`src/rtl/text_pkg.sv`:
```
// ----------------------------------------------------------------------------
// text_pkg
// Shared definitions for the text overlay sequencer: FSM state encoding,
// character grid geometry, default blank character and a screen-id helper.
// ----------------------------------------------------------------------------
package text_pkg;

  typedef enum logic [2:0] {
    IDLE    = 3'd0,
    CLEAR   = 3'd1,
    COPY    = 3'd2,
    WAIT_VB = 3'd3,
    SWAP    = 3'd4
  } state_e;

  // Character code used to blank a bank and to replace ROM terminators (0x00).
  localparam logic [7:0] BLANK_CHAR_DEFAULT = 8'h20;

  // Character grid: 32 columns x 8 rows, one bank = 256 cells.
  localparam int COLS        = 32;
  localparam int ROWS        = 8;
  localparam int ADDR_W      = 8;
  localparam int BANK_ADDR_W = 9;
  localparam int CNT_W       = 9;
  localparam int ID_W        = 2;
  localparam int MSG_ADDR_W  = 7;
  localparam int CLEAR_LAST  = COLS * ROWS - 1;

  // Out-of-range screen ids fall back to the blank screen (id 0).
  function automatic logic [ID_W-1:0] sanitize_id(input logic [ID_W-1:0] id,
                                                  input int num_screens);
    if (int'(id) >= num_screens) begin
      return '0;
    end
    return id;
  endfunction

endpackage

```
`src/rtl/vblank_edge_det.sv`:
```
// ----------------------------------------------------------------------------
// vblank_edge_det
// Registers a level signal (e.g. vertical blank) every cycle and produces a
// single-cycle pulse on its rising edge. The pulse is combinational from the
// live input and the registered copy, so it is valid in the same cycle the
// level first reads high.
//
// Ports:
//   clk      in   clock
//   rst      in   synchronous active-high reset (clears the registered level)
//   level_i  in   level to watch
//   rise_o   out  level_i & ~registered level_i
// ----------------------------------------------------------------------------
module vblank_edge_det (
  input  logic clk,
  input  logic rst,
  input  logic level_i,
  output logic rise_o
);

  logic level_q;

  always_ff @(posedge clk) begin
    if (rst) begin
      level_q <= 1'b0;
    end else begin
      level_q <= level_i;
    end
  end

  assign rise_o = level_i & ~level_q;

endmodule

```
`src/rtl/text_screen_ctrl.sv`:
```
// ----------------------------------------------------------------------------
// text_screen_ctrl
// Text overlay sequencer. On a screen request it blanks the hidden character
// bank, copies one message from the message ROM into a fixed row of that
// bank, then flips the visible bank at the next vertical-blank rising edge so
// the draw pipeline never sees a half-written screen.
//
// States:
//   IDLE    | waiting for a request; ready is high
//   CLEAR   | 256 cycles writing BLANK_CHAR to every cell of the hidden bank
//   COPY    | MSG_LEN+1 cycles streaming ROM characters into row MSG_ROW
//   WAIT_VB | no writes, waiting for a vblnk rising edge
//   SWAP    | one cycle: flip buf_sel, update text_enable, raise done
//
// Ports:
//   clk, rst      clock, synchronous active-high reset
//   screen_req    request valid (sampled only while ready)
//   screen_id     requested message, 0 = blank screen
//   ready         combinational, high in IDLE (and while reset is held)
//   done          one-cycle pulse when the new bank becomes visible
//   vblnk         vertical blank level from the video timing
//   msg_addr      {id, idx} to message ROM; msg_char returns one cycle later
//   msg_char      ROM data
//   buf_we/buf_waddr/buf_wdata  character RAM write port, {bank, col, row}
//   buf_sel       bank currently read by the draw pipeline
//   text_enable   overlay visible
// ----------------------------------------------------------------------------
module text_screen_ctrl
  import text_pkg::*;
#(
  parameter int         NUM_SCREENS = 4,
  parameter int         MSG_LEN     = 32,
  parameter int         MSG_ROW     = 3,
  parameter logic [7:0] BLANK_CHAR  = BLANK_CHAR_DEFAULT
) (
  input  logic                   clk,
  input  logic                   rst,
  input  logic                   screen_req,
  input  logic [ID_W-1:0]        screen_id,
  output logic                   ready,
  output logic                   done,
  input  logic                   vblnk,
  output logic [MSG_ADDR_W-1:0]  msg_addr,
  input  logic [7:0]             msg_char,
  output logic                   buf_we,
  output logic [BANK_ADDR_W-1:0] buf_waddr,
  output logic [7:0]             buf_wdata,
  output logic                   buf_sel,
  output logic                   text_enable
);

  localparam logic [CNT_W-1:0] CLEAR_END = CNT_W'(CLEAR_LAST);
  localparam logic [CNT_W-1:0] COPY_END  = CNT_W'(MSG_LEN);
  localparam logic [2:0]       ROW_FIELD = 3'(MSG_ROW);

  state_e                  state_q;
  logic [CNT_W-1:0]        cnt_q;
  logic [ID_W-1:0]         id_q;
  logic [ID_W-1:0]         id_d;
  logic                    buf_sel_q;
  logic                    text_en_q;
  logic                    buf_we_q;
  logic [BANK_ADDR_W-1:0]  buf_waddr_q;
  logic [7:0]              buf_wdata_q;
  logic [MSG_ADDR_W-1:0]   msg_addr_q;
  logic                    done_q;
  logic                    vb_rise;

  // Column index of the character arriving on msg_char (requested last cycle)
  // and of the next ROM address to present.
  logic [4:0]              col_prev;
  logic [4:0]              col_next;
  logic [7:0]              copy_char;

  vblank_edge_det u_vb_edge (
    .clk     (clk),
    .rst     (rst),
    .level_i (vblnk),
    .rise_o  (vb_rise)
  );

  assign id_d      = sanitize_id(screen_id, NUM_SCREENS);
  assign col_prev  = 5'(cnt_q - 9'd1);
  assign col_next  = 5'(cnt_q + 9'd1);
  assign copy_char = (msg_char == 8'h00) ? BLANK_CHAR : msg_char;

  always_ff @(posedge clk) begin
    if (rst) begin
      state_q     <= IDLE;
      cnt_q       <= '0;
      id_q        <= '0;
      buf_sel_q   <= 1'b0;
      text_en_q   <= 1'b0;
      buf_we_q    <= 1'b0;
      buf_waddr_q <= '0;
      buf_wdata_q <= '0;
      msg_addr_q  <= '0;
      done_q      <= 1'b0;
    end else begin
      buf_we_q <= 1'b0;
      done_q   <= 1'b0;
      unique case (state_q)
        IDLE: begin
          if (screen_req) begin
            id_q    <= id_d;
            cnt_q   <= '0;
            state_q <= CLEAR;
          end
        end

        CLEAR: begin
          buf_we_q    <= 1'b1;
          buf_waddr_q <= {~buf_sel_q, cnt_q[ADDR_W-1:0]};
          buf_wdata_q <= BLANK_CHAR;
          if (cnt_q == CLEAR_END) begin
            cnt_q <= '0;
            if (id_q != '0) begin
              // Present the first ROM address now so its data is on
              // msg_char during COPY cnt=1.
              msg_addr_q <= {id_q, 5'd0};
              state_q    <= COPY;
            end else begin
              state_q <= WAIT_VB;
            end
          end else begin
            cnt_q <= cnt_q + 9'd1;
          end
        end

        COPY: begin
          // msg_addr reads {id_q, cnt} while in COPY with that cnt.
          if (cnt_q + 9'd1 < COPY_END) begin
            msg_addr_q <= {id_q, col_next};
          end
          if (cnt_q != '0) begin
            buf_we_q    <= 1'b1;
            buf_waddr_q <= {~buf_sel_q, col_prev, ROW_FIELD};
            buf_wdata_q <= copy_char;
          end
          if (cnt_q == COPY_END) begin
            cnt_q   <= '0;
            state_q <= WAIT_VB;
          end else begin
            cnt_q <= cnt_q + 9'd1;
          end
        end

        WAIT_VB: begin
          if (vb_rise) begin
            state_q <= SWAP;
          end
        end

        SWAP: begin
          buf_sel_q <= ~buf_sel_q;
          text_en_q <= (id_q != '0);
          done_q    <= 1'b1;
          state_q   <= IDLE;
        end

        default: begin
          state_q <= IDLE;
        end
      endcase
    end
  end

  // Reads high while reset is held, before the state register has settled.
  assign ready       = rst | (state_q == IDLE);
  assign done        = done_q;
  assign msg_addr    = msg_addr_q;
  assign buf_we      = buf_we_q;
  assign buf_waddr   = buf_waddr_q;
  assign buf_wdata   = buf_wdata_q;
  assign buf_sel     = buf_sel_q;
  assign text_enable = text_en_q;

endmodule
```
`config.mk`:
```
export PLATFORM = sky130hd
export DESIGN_NAME = text_screen_ctrl
export DESIGN_NICKNAME = d
export VERILOG_FILES = /design/src/rtl/text_pkg.sv /design/src/rtl/vblank_edge_det.sv /design/src/rtl/text_screen_ctrl.sv
export SDC_FILE = /design/constraint.sdc
export NUM_CORES = 1
export LEC_CHECK = 0
export ABC_AREA = 1
export CELL_PAD_IN_SITES_DETAIL_PLACEMENT = 1
export CELL_PAD_IN_SITES_GLOBAL_PLACEMENT = 2
export CORE_MARGIN = 8
export CORE_UTILIZATION = 25
export CTS_CLUSTER_DIAMETER = 40
export DETAILED_ROUTE_END_ITERATION = 16
export GPL_TIMING_DRIVEN = 0
export PLACE_DENSITY_LB_ADDON = 0.05
export SLEW_MARGIN = 20
export SYNTH_ARGS = -nofsm -noshare
export SYNTH_HDL_FRONTEND = slang
export SYNTH_SLANG_ARGS = --single-unit
```
`constraint.sdc`:
```
create_clock -name clk -period 1.75 [get_ports clk]
set_clock_uncertainty 0.15 [all_clocks]
set_input_delay 0.35 -clock clk [delete_from_list [all_inputs] [get_ports clk]]
set_output_delay 0.35 -clock clk [all_outputs]
set_load 0.01 [all_outputs]
```
# Yosys cells after proc, flatten, opt, wreduce, memory -nomap -nowiden
# Index checks and enable logic that the tools add are counted.
# Widths: inputs -> output; s select.
[word_totals] inputBits=14 output_inout_bits=29 ff_bits=43 elab_cells=64
[classes] n_bitwise=4 eq_ne=13 muxes=22 reduce_logical=11 n_addsub=2 order_cmp=1
[ops] op="$mux 9" n=4
[ops] op="$pmux 9 s3" n=1
[ops] op="$mux 7" n=3
[ops] op="$pmux 9 s2" n=1
[ops] op="$mux 8" n=2
[ops] op="$pmux 8 s2" n=1
[ops] op="$pmux 7 s2" n=1
[ops] op="$mux 3" n=4
[ops] op="$ne 2x2->1 const B" n=6
[ops] op="$pmux 3 s4" n=1
[ops] op="$add 9x1->9 const B" n=1
[ops] op="$eq 9x6->1 const B" n=1
[ops] op="$eq 9x8->1 const B" n=1
[ops] op="$lt 9x6->1 const B" n=1
[ops] op="$reduce_bool 9->1" n=1
[ops] op="$logic_not 8->1" n=1
[ops] op="$reduce_and 4->1" n=2
[ops] op="$eq 3x2->1 const B" n=2
[ops] op="$reduce_and 2->1" n=3
[ops] op="$sub 5x1->5 const B" n=1
[ops] op="$reduce_bool 2->1" n=2
[ops] op="$eq 3x1->1 const B" n=1
[ops] op="$eq 3x3->1 const B" n=1
[ops] op="$logic_not 3->1" n=1
[ops] op="7 further kinds" n=10

# Depth between registers and ports, before layout
# Gate-level depths: netlist of run 1.
[logic_depth] word_depth=4 mapped_depth=13

# Hierarchy
# Synthesis of run 1 repeated with hierarchy kept, for this count alone.
[unflattened] hier_cells=304 area_unflattened_um2=2130.8
[by_module_without_submodules] module="text_screen_ctrl" area_per_inst_um2=2099.5 seq_area_each_um2=840.8 instances=1 cells_each=300
[by_module_without_submodules] module="vblank_edge_det" area_per_inst_um2=31.3 seq_area_each_um2=20.0 instances=1 cells_each=4

# Worst setup path after synthesis of run 1
# No wires, ideal clock.
[synth_timing] path_type="flip-flop to flip-flop" start="register cnt_q[0]" end="register msg_addr_q[5], in the netlist msg_addr[5]" stages_incl_launch_ff=13 arrival_ns=1.666 slack_ns=-0.181 cell_sequence="dfxtp_1 ha_1 nand2_1 inv_1 nand2_1 nor2_1 ha_1 nand3_1 o21bai_4 buf_6 nand3_1 nand2_1 nor2_1"
[synth_between] elab_chain_cells=4
[synth_rtl] element="from (decl)" line_no="text_screen_ctrl.sv:57" text="logic [CNT_W-1:0] cnt_q;"
[synth_rtl] element="from (signal assigned)" line_no="text_screen_ctrl.sv:126" text="cnt_q <= cnt_q + 9'd1;"
[synth_rtl] element="from (signal assigned)" line_no="text_screen_ctrl.sv:144" text="cnt_q <= cnt_q + 9'd1;"
[synth_rtl] element="$add 9x1->9" line_no="text_screen_ctrl.sv:132" text="if (cnt_q + 9'd1 < COPY_END) begin"
[synth_rtl] element="$lt 9x6->1" line_no="text_screen_ctrl.sv:132"
[synth_rtl] element="$ne 2x2->1 (no line)"
[synth_rtl] element="$reduce_and 4->1 (no line) *"
[synth_rtl] element="to (signal assigned)" line_no="text_screen_ctrl.sv:120" text="msg_addr_q <= {id_q, 5'd0};"
[synth_rtl] element="to (signal assigned)" line_no="text_screen_ctrl.sv:133" text="msg_addr_q <= {id_q, col_next};"
[synth_rtl] element="to (decl)" line_no="text_screen_ctrl.sv:65" text="logic [MSG_ADDR_W-1:0] msg_addr_q;"
# Mark *: on every way between the ends. The rest lies on a longest branch, timed or not.
# A chain may end at the register's enable or synchronous reset.

# Worst setup path in the final report of run 1
[layout_timing] start="register cnt_q[0]" end="register msg_addr_q[1], in the netlist msg_addr[1]"
[layout_between] elab_chain_cells=4
[layout_rtl] element="$add 9x1->9" line_no="text_screen_ctrl.sv:132"
[layout_rtl] element="$lt 9x6->1" line_no="text_screen_ctrl.sv:132"
[layout_rtl] element="$ne 2x2->1 (no line)"
[layout_rtl] element="$reduce_and 4->1 (no line)"
# Several ways; a longest one is shown, not always the timed one. The select of a mux whose other input is x is not followed.

==> results of run 1 <==
-- worst max-delay path by stage --
stage             endpoint  depth (start not counted)
2_1_floorplan  msg_addr[5]                         12
3_3_place_gp         ready                          5
3_5_place_dp         ready                          5
4_1_cts        msg_addr[5]                         11
5_1_grt        msg_addr[6]                         12
6_report       msg_addr[1]                         12
-- logic make-up (layout without fill, tap and decap cells) --
logic type	after synthesis	after routing
buf+inv	50	131
compound gates	60	60
xor+xnor	2	2
simple gates	140	140
flops	43	43
fa+ha+maj	5	5
-- per-stage QoR --
stage               hold slack, ns  area, µm²
floorplan                   0.3086       2176
global placement            0.2919       2728
detailed placement          0.3054       2728
CTS                         0.3206       3012
global route                0.3387       3432
finish                      0.3168       3432
-- metal layers --
metal	share of wire, %	global-route usage (%)	vias up
li1	-	-	1138
met5	0	0	-
met4	1.0	3.226	0
met3	3.1	2.439	7
met2	49	21.88	28
met1	47	15.99	1043
-- cells in the final DEF, fill, tap and decap left out, types with 2 or more instances in the layout --
cell | synthesis | final
inv_1 | 38 | 31
o21ai_0 | 21 | 15
o21ai_2 | 0 | 2
inv_2 | 1 | 4
nand3b_1 | 2 | 2
buf_8 | 0 | 2
nor3_4 | 1 | 2
nand2_1 | 67 | 50
nor2_2 | 1 | 2
buf_6 | 3 | 12
xor2_1 | 2 | 2
clkbuf_1 | 2 | 3
ha_4 | 0 | 3
dfxtp_1 | 43 | 36
ha_1 | 5 | 2
inv_4 | 0 | 3
nor3_1 | 4 | 4
dfxtp_4 | 0 | 5
clkinvlp_4 | 0 | 2
o21ai_1 | 1 | 4
nor2_4 | 2 | 5
dlymetal6s2s_1 | 0 | 5
a21oi_2 | 3 | 14
o211ai_1 | 3 | 3
nand2_4 | 1 | 9
buf_2 | 3 | 3
nor2_1 | 24 | 20
clkbuf_8 | 0 | 5
nand3_1 | 32 | 17
nand2_2 | 2 | 11
a21oi_1 | 28 | 17
nand3_2 | 0 | 14
clkdlybuf4s50_1 | 0 | 35
dfxtp_2 | 0 | 2
buf_4 | 1 | 23
-- flip-flops by register name, summed over array words and instances, names as in the netlist --
register           count
id_q                   2
cnt_q                  9
buf_we                 1
msg_addr               7
buf_sel                1
buf_waddr              9
u_vb_edge.level_q      1
text_enable            1
done                   1
state_q                3
buf_wdata              8
-- what timing repair did --
item                       CTS  global route
pin swaps                    6            31
gates resized for setup     36            82
hold buffers                 0             0
cloned                       1             2
hold endpoints to repair     0             0
setup endpoints to repair   40            41
setup buffers               14            14
-- worst max-delay path: stages, from the launching register on --
cell	delay, ns
dfxtp_4	0.41
ha_4	0.16
nand2_4	0.05
inv_4	0.07
nand2_4	0.05
nor2_4	0.13
ha_4	0.18
a21oi_2	0.06
a21oi_2	0.21
buf_4	0.17
nand3_2	0.07
nand2_2	0.06
nor2_1	0.05
-- where the power goes --
part           switching (W)  total, W  leakage, nW  internal [W]
Clock               0.000372  0.000652       0.0412      0.000280
Sequential          0.000164   0.00136        0.355       0.00119
Combinational        0.00153   0.00286         1.09       0.00133
Total                0.00207   0.00487         1.49       0.00280
-- final cells by class --
type,count,share of cell area (%)
clock buffer,6,2.114
inverter,39,4.594
buffer,11,2.807
tap,105,3.828
sequential,43,25.70
timing repair buffer,73,20.71
multi-input combinational,207,39.88
clock inverter,2,0.3646
==> flow_summary.toml, run 1 <==
[status]
outcome = "finished with violations"
violations = "setup timing"

[synthesis]
syn_avg_cell_area_um2 = 7.128
yosysTopAreaCell = "dfxtp_1"
syn_nets = 319
ys_ff_latch = 43
netlist_area_um2 = 2138
netlist.area_leader.share_pct = 40.26
synth_fa_ha_area_share_pct = 2.926
async_flop_share_pct = 0
ys_top_cells_by_count = "nand2_1 (67), dfxtp_1 (43), inv_1 (38)"
synth-xor-area-share_pct = 0.8192
synth.most_common_cell = "nand2_1"
syn_inst = 300
ys_top_cells_by_area = "dfxtp_1 (40%), nand2_1 (12%), nand3_1 (7.5%)"
synth_seq_area_share_pct = 40.26
synth_top_family_by_area = "simple AND/OR/NAND/NOR gates"
synthMuxAreaShare_pct = 0
synth-simple-area-share_pct = 30.02
synth_compound_area_share_pct = 15.80
yosys_warnings = 0
ys_dominant_reg_cell = "dfxtp_1"
synth_edf_count = 0
synth_cell_types = 33

[placement]
post-place-ws_ns = -0.9185
placed_cells = 447
numPortBuffers = 42
dpl.hpwl_um = 5408
gp_congestion = 0.7937

[worst_hold_path]
min_from = "buf_wdata[3]"
hold_depth = 2
hold_path_end = "buf_wdata[3]"
holdCritPathClass = "register to register"

[route]
ant_nets = 0
drc = 0
wl_um = 7584
first_pass_iters = 4
drt_iter0_drc = 69
avgViaCountPerCell = 4.560
vias = 2216
drt-wirelength-per-cell_um = 15.60

[worst_setup_path]
required_ns = 1.80
reg2reg_to = "msg_addr[1]"
worstPathMaxFanout = 5
end_kind = "register"
crit_arrival_ns = 1.97
start_kind = "register"
setup.worst_path.start = "cnt_q[0]"
reg2reg_depth = 12
rrSetupSlack_ns = -0.17
crit_type = "register to register"
r2r-start = "cnt_q[0]"

[cts]
clk_latency_ns = 0.30
cts_made_buffers = 5
cts-root-buf = "clkbuf_8"
clk_pin_slew_ns = 0.09
clockBufferDepth = 2
cts_sinks = 43
htree_levels = 2
cts_tree = "done"

[global_route]
grt_max_degree = 14
grt_pass1_vias = 2229
antenna_found_initial = 0
grt_first_pass_wirelength_um = 11830
grtUsageTotal_pct = 12.77
grt_overflow = 0

[timing]
hold_viol_final = 0
min_period_ns = 1.922
fin_ws_ns = -0.1724
rsz0062_at_grt = "yes"
finalSetupViolations = 32
fmax_mhz = 520.2
worst_pin_slew_ns = 0.6400
slew_headroom_pct = 57.33
setup-tns-final_ns = -2.436
final.period_utilization_pct = 109.9
slew_viol_final = 0

[final_layout]
drive_gt1_share_pct = 34.12
finalNonFillerCells = 486
regArea_um2 = 882.1
fin_util_pct = 41.56
syn_to_final_growth_pct = 60.50
fin_nets = 399
multi_input_area_um2 = 1369
antenna-diode-count = 0
fillers = 1006

[floorplan]
die_w_um = 108.5
core-area_um2 = 8258
fp.dieH_um = 108.5
ios = 43
design.die.area_um2 = 11770
row_count = 33
initial_core_util_pct = 25.89

[flow_run]
max_cap_viol_count = 0

[power]
power_leakage_nw = 1.486
ir_drop_mv = 0.5332
p_total_w = 0.004868
power_density_nw_per_um2 = 1418
No activity file was read; power rests on OpenSTA's default activity.
==> inputs of run 2 (changes only) <==
TNS_END_PERCENT = 20   (was not set)
==> flow_summary.toml, run 2 (same netlist as run 1, synthesis figures left out) <==
[route]
drt_iter0_drc = 57
drc = 0
vias = 2238
ant_nets = 0
avgViaCountPerCell = 4.595
drt-wirelength-per-cell_um = 15.80
wl_um = 7697
first_pass_iters = 3

[final_layout]
drive_gt1_share_pct = 31.68
final_common_cell = "nand2_1"
fin_nets = 400
layout_common_cells = "nand2_1 (51), dfxtp_1 (35), clkdlybuf4s50_1 (35), inv_1 (31), buf_4 (29)"
fillers = 1029
syn_to_final_growth_pct = 57.93
antenna-diode-count = 0

[floorplan]
die_w_um = 108.5
ios = 43
fp.dieH_um = 108.5
design.die.area_um2 = 11770
row_count = 33
core-area_um2 = 8258
initial_core_util_pct = 25.89

[cts]
cts-root-buf = "clkbuf_8"
cts_made_buffers = 5
hold_buffers = 0
clk_latency_ns = 0.30
clk_pin_slew_ns = 0.09
cts_sinks = 43
htree_levels = 2
clockBufferDepth = 2
cts_tree = "done"

[global_route]
grt_first_pass_wirelength_um = 12170
grt_max_degree = 14
grt_pass1_vias = 2252
antenna_found_initial = 0
grt_overflow = 0
grtUsageTotal_pct = 13.21

[status]
violations = "setup timing"
outcome = "finished with violations"

[timing]
worst_pin_slew_ns = 0.5618
min_period_ns = 1.925
slew_viol_final = 0
rsz0062_at_grt = "yes"
slew_headroom_pct = 62.54
finalSetupViolations = 35
fin_ws_ns = -0.1755
fmax_mhz = 519.4
holdWs_ns = 0.3130
final.period_utilization_pct = 110.0
setup-tns-final_ns = -2.680
hold_viol_final = 0

[placement]
gp_congestion = 0.8047
dpl.hpwl_um = 5444
numPortBuffers = 42

[power]
power_density_nw_per_um2 = 1452
cell_internal_pwr_w = 0.002843
swShare_pct = 42.04
clock_power_share_pct = 13.4
ir_drop_mv = 0.4922
p_switching_w = 0.002062
p_total_w = 0.004904
seqPwrFrac_pct = 27.6
pwr-share-comb_pct = 59.0
power_leakage_nw = 1.505

[worst_setup_path]
critPathSlowestCell = "dfxtp_4"
worstPathMaxFanout = 5
crit_arrival_ns = 1.97
crit_type = "register to register"
worstPathCellList = "ha_4 -> nand2_4 -> inv_4 -> nand2_4 -> nor2_4 -> ha_4 -> nand3_4 -> o21bai_4 -> buf_6 -> nand3_1 -> nand2_1 -> nor2_1"
end_kind = "register"
required_ns = 1.80
max_stage_delay_ns = 0.38
start_kind = "register"

[flow_run]
max_cap_viol_count = 0

[worst_hold_path]
holdCritPathClass = "register to register"
[run 2: changes by cell type in the layout (fill, tap and decap cells not counted), moves of 4 or more]
cell and change:
nand3_2 -9, buf_6 -4, a21oi_2 -5, nand3_1 +9, buf_4 +6, a21oi_1 +5
[run 2: final timing paths]
path                      from      endpoint  slack (ns)  cells after the start
hold reg to reg   buf_wdata[0]  buf_wdata[0]        0.31                      2
setup reg to reg      cnt_q[0]   msg_addr[5]       -0.18                     12
hold / removal    buf_wdata[0]  buf_wdata[0]        0.31                      2
setup / recovery      cnt_q[0]   msg_addr[5]       -0.18                     12
[run 2: critical path: cells and delay by family (launching register included)]
| family | cells | cell delay [ns] |
|---|---|---|
| adders and majority gates | 2 | 0.45 |
| and+or+nand+nor | 7 | 0.43 |
| DFF | 1 | 0.38 |
| AOI/OAI and AO/OA | 1 | 0.22 |
| buffers and inverters | 2 | 0.20 |
[run 2: layer usage]
layer	global-route usage [%]	vias up	routed length, µm
met5	0	-	0
met4	3.812	0	108
met3	2.617	8	246
met2	21.97	28	3839
met1	16.86	1065	3503
li1	-	1137	-
[run 2: cell type report]
type                    count  area [µm²]  share of cell area, %
multi-input cells         207        1326                  39.27
flip-flops and latches     43       880.8                  26.08
repair buffers             74       706.9                  20.93
inverters                  39       157.7                  4.668
well taps                 105       131.4                  3.890
plain buffers              11       90.09                  2.668
clock buffers               6       72.57                  2.149
clock inverters             2       11.26                 0.3335
[run 2: timing repair]
item                       in CTS  in global routing
resized for setup              39                 65
cloned                          1                  1
setup endpoints to repair      40                 44
pin swaps                       5                 26
buffers inserted               14                 16
[run 2: power groups by stage]
stage | Clock [W] | Sequential, W | Combinational, W
5_1_grt | 0.000735 | 0.00139 | 0.00316
6_report | 0.000656 | 0.00136 | 0.00289
3_5_place_dp | 0 | 0.00137 | 0.00201
4_1_cts | 0.000703 | 0.00135 | 0.00227
2_1_floorplan | 0 | 0.00141 | 0.00116
3_3_place_gp | 0 | 0.00136 | 0.00201
[run 2: through the flow]
stage	utilization (%)	area, µm²	setup WS (ns)	cells
after floorplan	-	2175	-0.05138	300
after global placement	33.02	2726	-0.9447	447
after detailed placement	33.02	2726	-0.9163	447
after CTS	36.82	3040	-0.2005	470
after global routing	40.89	3377	-0.2753	487
final	40.89	3377	-0.1755	487
==> inputs of run 3 (changes only) <==
ABC_CLOCK_PERIOD_IN_PS = 1750   (was not set)
CAP_MARGIN = 30   (was not set)
CELL_PAD_IN_SITES_DETAIL_PLACEMENT = not set   (was 1)
CELL_PAD_IN_SITES_GLOBAL_PLACEMENT = not set   (was 2)
CORE_UTILIZATION = 46   (was 25)
==> flow_summary.toml, run 3 (same netlist as run 1, synthesis figures left out) <==
[floorplan]
ios = 43
die_w_um = 84.18
row_count = 25
initial_core_util_pct = 46.50
fp.dieH_um = 84.18
core-area_um2 = 4598
design.die.area_um2 = 7086

[flow_run]
max_cap_viol_count = 0

[worst_setup_path]
end_kind = "register"
worstPathMaxFanout = 6
start_kind = "register"
r2r-start = "cnt_q[0]"
required_ns = 1.80
setup.worst_path.start = "cnt_q[0]"
crit_arrival_ns = 1.95
crit_type = "register to register"

[cts]
clk_pin_slew_ns = 0.09
clk_latency_ns = 0.30
htree_levels = 2
cts-root-buf = "clkbuf_8"
clockBufferDepth = 2
cts_sinks = 43
hold_buffers = 0
cts_made_buffers = 5
cts_tree = "done"

[global_route]
antenna_found_initial = 0
grt_pass1_vias = 2057
grt_max_degree = 14
grtUsageTotal_pct = 16.68
grt_overflow = 0
grt_first_pass_wirelength_um = 9784

[power]
power_density_nw_per_um2 = 1394
p_total_w = 0.004172
power_leakage_nw = 1.289
ir_drop_mv = 0.7272

[placement]
place_area_um2 = 2663
numPortBuffers = 42
dpl.hpwl_um = 4175
gp_congestion = 0.9405

[timing]
final.period_utilization_pct = 108.6
slew_headroom_pct = 64.13
slew_viol_final = 0
finalSetupViolations = 24
rsz0062_at_grt = "yes"
min_period_ns = 1.901
fin_ws_ns = -0.1511
fmax_mhz = 526.0
hold_viol_final = 0
worst_pin_slew_ns = 0.5381
holdWs_ns = 0.3029

[final_layout]
antenna-diode-count = 0
fin_nets = 379
fin_area_um2 = 2993
drive_gt1_share_pct = 20.78
layout_common_cells = "nand2_1 (59), clkdlybuf4s50_1 (38), dfxtp_1 (36), inv_1 (33), a21oi_1 (28)"
multi_input_area_um2 = 1216
fillers = 443
regArea_um2 = 879.6
syn_to_final_growth_pct = 39.96
final_common_cell = "nand2_1"

[route]
drc = 0
wl_um = 6011
ant_nets = 0
vias = 2146
avgViaCountPerCell = 5.171
drt-wirelength-per-cell_um = 14.48
drt_iter0_drc = 101
first_pass_iters = 4

[status]
violations = "setup timing"
outcome = "finished with violations"

[worst_hold_path]
holdCritPathClass = "register to register"
min_from = "buf_waddr[1]"
## run 3: cell types whose count changed in the layout (fill, tap and decap cells not counted), moves of 5 or more
cell / delta
a21oi_1: +6
a21oi_2: -6
buf_4: -17
nand2_1: +8
nand2_4: -5
## run 3: worst paths after layout
path	endpoint	slack (ns)	depth (start not counted)
setup / recovery	msg_addr[3]	-0.15	12
hold / removal	buf_waddr[1]	0.30	2
setup reg to reg	msg_addr[3]	-0.15	12
hold reg to reg	buf_waddr[1]	0.30	2
## run 3: report_power, final
| part | leakage (nW) | internal [W] | switching (W) |
|---|---|---|---|
| logic | 0.894 | 0.000945 | 0.00124 |
| clock network | 0.0412 | 0.000280 | 0.000359 |
| registers | 0.354 | 0.00119 | 0.000156 |
## run 3: critical path: stages, from the launching register on
cell,delay [ns]
dfxtp_4,0.39
ha_4,0.17
nand2_4,0.07
inv_4,0.04
nand2_4,0.06
nor2_4,0.04
ha_4,0.27
nand3_4,0.08
o21bai_4,0.21
buf_6,0.16
nand3_2,0.05
nand2_1,0.06
nor2_1,0.05
## run 3: cell type report
type	count	share of cell area (%)
multi-input combinational	207	40.64
inverter	39	5.059
buffer	11	2.926
timing repair buffer	53	16.89
clock inverter	2	0.4181
clock buffer	6	2.425
sequential	43	29.39
tap	54	2.258
## run 3: stage by stage
stage                     util [%]  TNS [ns]  instances  setup WS (ns)
after global routing         65.09    -4.603        415        -0.2573
after global placement       57.90    -8.556        396        -0.8310
after floorplan                  -   -0.1609        300       -0.05138
final                        65.09    -1.591        415        -0.1511
after detailed placement     57.90    -8.749        396        -0.8214
after CTS                    62.99    -2.120        413        -0.1782
## run 3: repair_timing
| action | in CTS | in global routing |
|---|---|---|
| pin swaps | 10 | 11 |
| setup endpoints to repair | 37 | 39 |
| gates resized for setup | 34 | 24 |
| setup buffers | 8 | 2 |
| cloned | 1 | 0 |
## run 3: metal layers
layer / up-vias / wire length (µm) / GRT usage, %
met5: - / 0 / 0
met4: 0 / 70 / 5.024
met3: 7 / 369 / 4.453
met2: 49 / 2882 / 26.81
met1: 1003 / 2689 / 21.13
li1: 1087 / - / -
==> RTL change, RTL diff (config.mk and constraints of run 3) <==
Re-encode `state_e` (5 states) as one-hot, 5 bits wide.
--- a/src/rtl/text_pkg.sv
+++ b/src/rtl/text_pkg.sv
@@ -6,10 +6,10 @@
 package text_pkg;
 
-  typedef enum logic [2:0] {
-    IDLE    = 3'd0,
-    CLEAR   = 3'd1,
-    COPY    = 3'd2,
-    WAIT_VB = 3'd3,
-    SWAP    = 3'd4
+  typedef enum logic [4:0] {
+    IDLE    = 5'b00001,
+    CLEAR   = 5'b00010,
+    COPY    = 5'b00100,
+    WAIT_VB = 5'b01000,
+    SWAP    = 5'b10000
   } state_e;
 
Function: no difference found for any inputs over 10 cycles, from zero or initial values and one cycle with rst high; not proved beyond that.
==> RTL change against run 3 <==
  * Critical endpoint is now msg_addr[2]
  * Design area rose by 2.8%
  * Sequential cell count rose by 2
  * Area after synthesis is 1.9% higher
  * Die area increased by 1.6%
  * Synthesized cell count grew 0.33%
  * Routed wire length is 5.7% lower
  * Power decreased by 25%
  * The flow still finishes with violations (setup timing)
  * Final cell count increased by 0.96%
  * Worst setup slack better by 0.014 ns
==> RTL change: results (changes against run 3) <==
Status
  – Failing checks: setup timing
  – Status: finished with violations

Power
  – Sequential power: 0.00127 W (-6%)
  – VDD IR max: 0.487 mV (-33%)
  – Clock Power Share: 22.2% (+6.9 points)
  – Leakage power: 1.31 nW (+1.4%)
  – Internal Power: 0.00198 W (-18%)
  – PD cells: 1010 nW/um2 (-27%)

Layout
  – Count of non-filler cells in the finished layout: 419 (+0.96%)
  – Layout Nets: 383 (+1.1%)
  – Layout cells sized above 1: 24.4% (+3.6 points)
  – Antenna cells: 0 (unchanged)

Synthesis
  – Syn_area_per_cell: 7.24 um2 (+1.6%)
  – Asr flop ratio synth: 0% (unchanged)
  – Synth top area cells: dfxtp_1, nand2_1, a21oi_1, nor2_1, o21ai_0
  – Post-synthesis sequential area ratio: 41.3% (+1.1 points)
  – Synthesized Nets: 320 (+0.31%)
  – Synth unique cells: 30 (-9.1%)
  – YS warnings: 0 (unchanged)
  – Commonest cells in the netlist: nand2_1, dfxtp_1, nor2_1

Worst hold path
  – Worst hold-check path type: input port to flop
  – HP Start: rst
  – WHS Path Cells: 2 (unchanged)
  – Hold Path End: buf_wdata[4]

Clock tree
  – H-Tree Depth: 2 (unchanged)
  – Clk buf depth: 2 (unchanged)
  – Clock Tree Root: clkbuf_8
  – Clk_lat worst skew: 0.30 ns (about the same)
  – CTS buffer count: 5 (unchanged)
  – Post-CTS Setup Inserts: 11 (+3)
  – CTS resizes: 46 (+35%)
  – Register clock-pin slew on the reported worst setup and hold paths: 0.09 ns (about the same)

Place
  – DP Worst Slack: -0.410 ns (+0.411 ns)
  – Final HPWL DP: 3990 um (-4.4%)
  – Port Buf Inserts: 41 (-2.4%)
  – Post-DP Area: 2700 um2 (+1.4%)
  – Placed Instances: 396 (unchanged)
  – Routability cong.: 0.857 (-8.9%)

Timing
  – Final setup vio count: 13 (-46%)
  – Worst relative slew slack: 61.6% (-2.5 points)
  – Final WS setup: -0.137 ns (+0.0137 ns)
  – Final setup TNS: -0.952 ns (+0.639 ns)
  – Hold Slack: 0.144 ns (-0.159 ns)

Global routing
  – Total track usage: 15.7% (-0.97 points)
  – Vias in the first global route: 1,995 (-3.0%)
  – Global-route wire length before repair: 9230 um (-5.7%)
  – Antenna violations before repair: 0 (unchanged)
  – Pin count of the biggest net entering global routing: 15 (+1)

Critical path
  – Crit path largest cell delay: 0.37 ns (-0.02 ns)
  – Worst Path Arrival: 1.94 ns
  – Slowest CP cell: dfxtp_4
  – Worst R2R Start: cnt_q[0]
  – Worst-path fanout max: 4 (-2)
  – Worst r2r path cells: 14 (+2)
  – R2r endpoint: msg_addr[2]

Detailed routing
  – Routed WL: 5670 um (-5.7%)
  – Via count: 2,136 (-0.47%)
  – First-iteration detailed-routing DRC count: 86 (-15%)
  – DRT Pass-1 Iters: 4 (unchanged)
==> RTL change: cell count changes after synthesis, sizes merged, moves of 3 or more <==
cell,delta
buf,-3
nor2,+14
a21oi,+9
inv,-10
a22oi,+3
nand3,-15
clkbuf,+3
==> RTL change: cell type report <==
| class | instances | area, um2 |
|---|---|---|
| inverters | 31 | 124 |
| well taps | 54 | 67.6 |
| flip-flops and latches | 45 | 925 |
| repair buffers | 56 | 559 |
| clock buffers | 6 | 82.6 |
| clock inverters | 2 | 13.8 |
| multi-input cells | 214 | 1210 |
| fillers | 411 | 1580 |
| plain buffers | 11 | 93.8 |
==> RTL change: worst max path at each step <==
stage,from,end,slack [ns],cells after the start
3_3_place_gp,rst,ready,-0.43,5
4_1_cts,cnt_q[0],msg_addr[4],-0.11,14
6_report,cnt_q[0],msg_addr[2],-0.14,14
2_1_floorplan,cnt_q[1],msg_addr[2],-0.07,12
3_5_place_dp,rst,ready,-0.41,5
5_1_grt,cnt_q[0],msg_addr[2],-0.21,14
==> RTL change: critical path, delay by kind of cell (launching register included) <==
kind	cells	cell delay, ns
adder cells (fa/ha/maj)	2	0.44
AND/OR/NAND/NOR	8	0.51
flip-flops	1	0.37
buffers and inverters	3	0.20
AO/OA/AOI/OAI	1	0.10
==> RTL change: routing by layer <==
metal  global-route usage [%]  share of wire (%)  vias to the layer above
met5                        0                  0                        -
met4                     6.80                2.1                        0
met3                     4.34                5.2                        9
met2                     24.8                 46                       55
met1                     19.5                 47                      973
li1                         -                  -                     1099
==> RTL change: kinds of logic (layout without fill, tap and decap cells) <==
logic type	Yosys count	after routing	share of synthesized area, %
simple gates	139	139	28.8
compound gates	68	68	17.3
flops	45	45	41.3
buf+inv	42	106	8.90
fa+ha+maj	5	5	2.87
xor+xnor	2	2	0.804
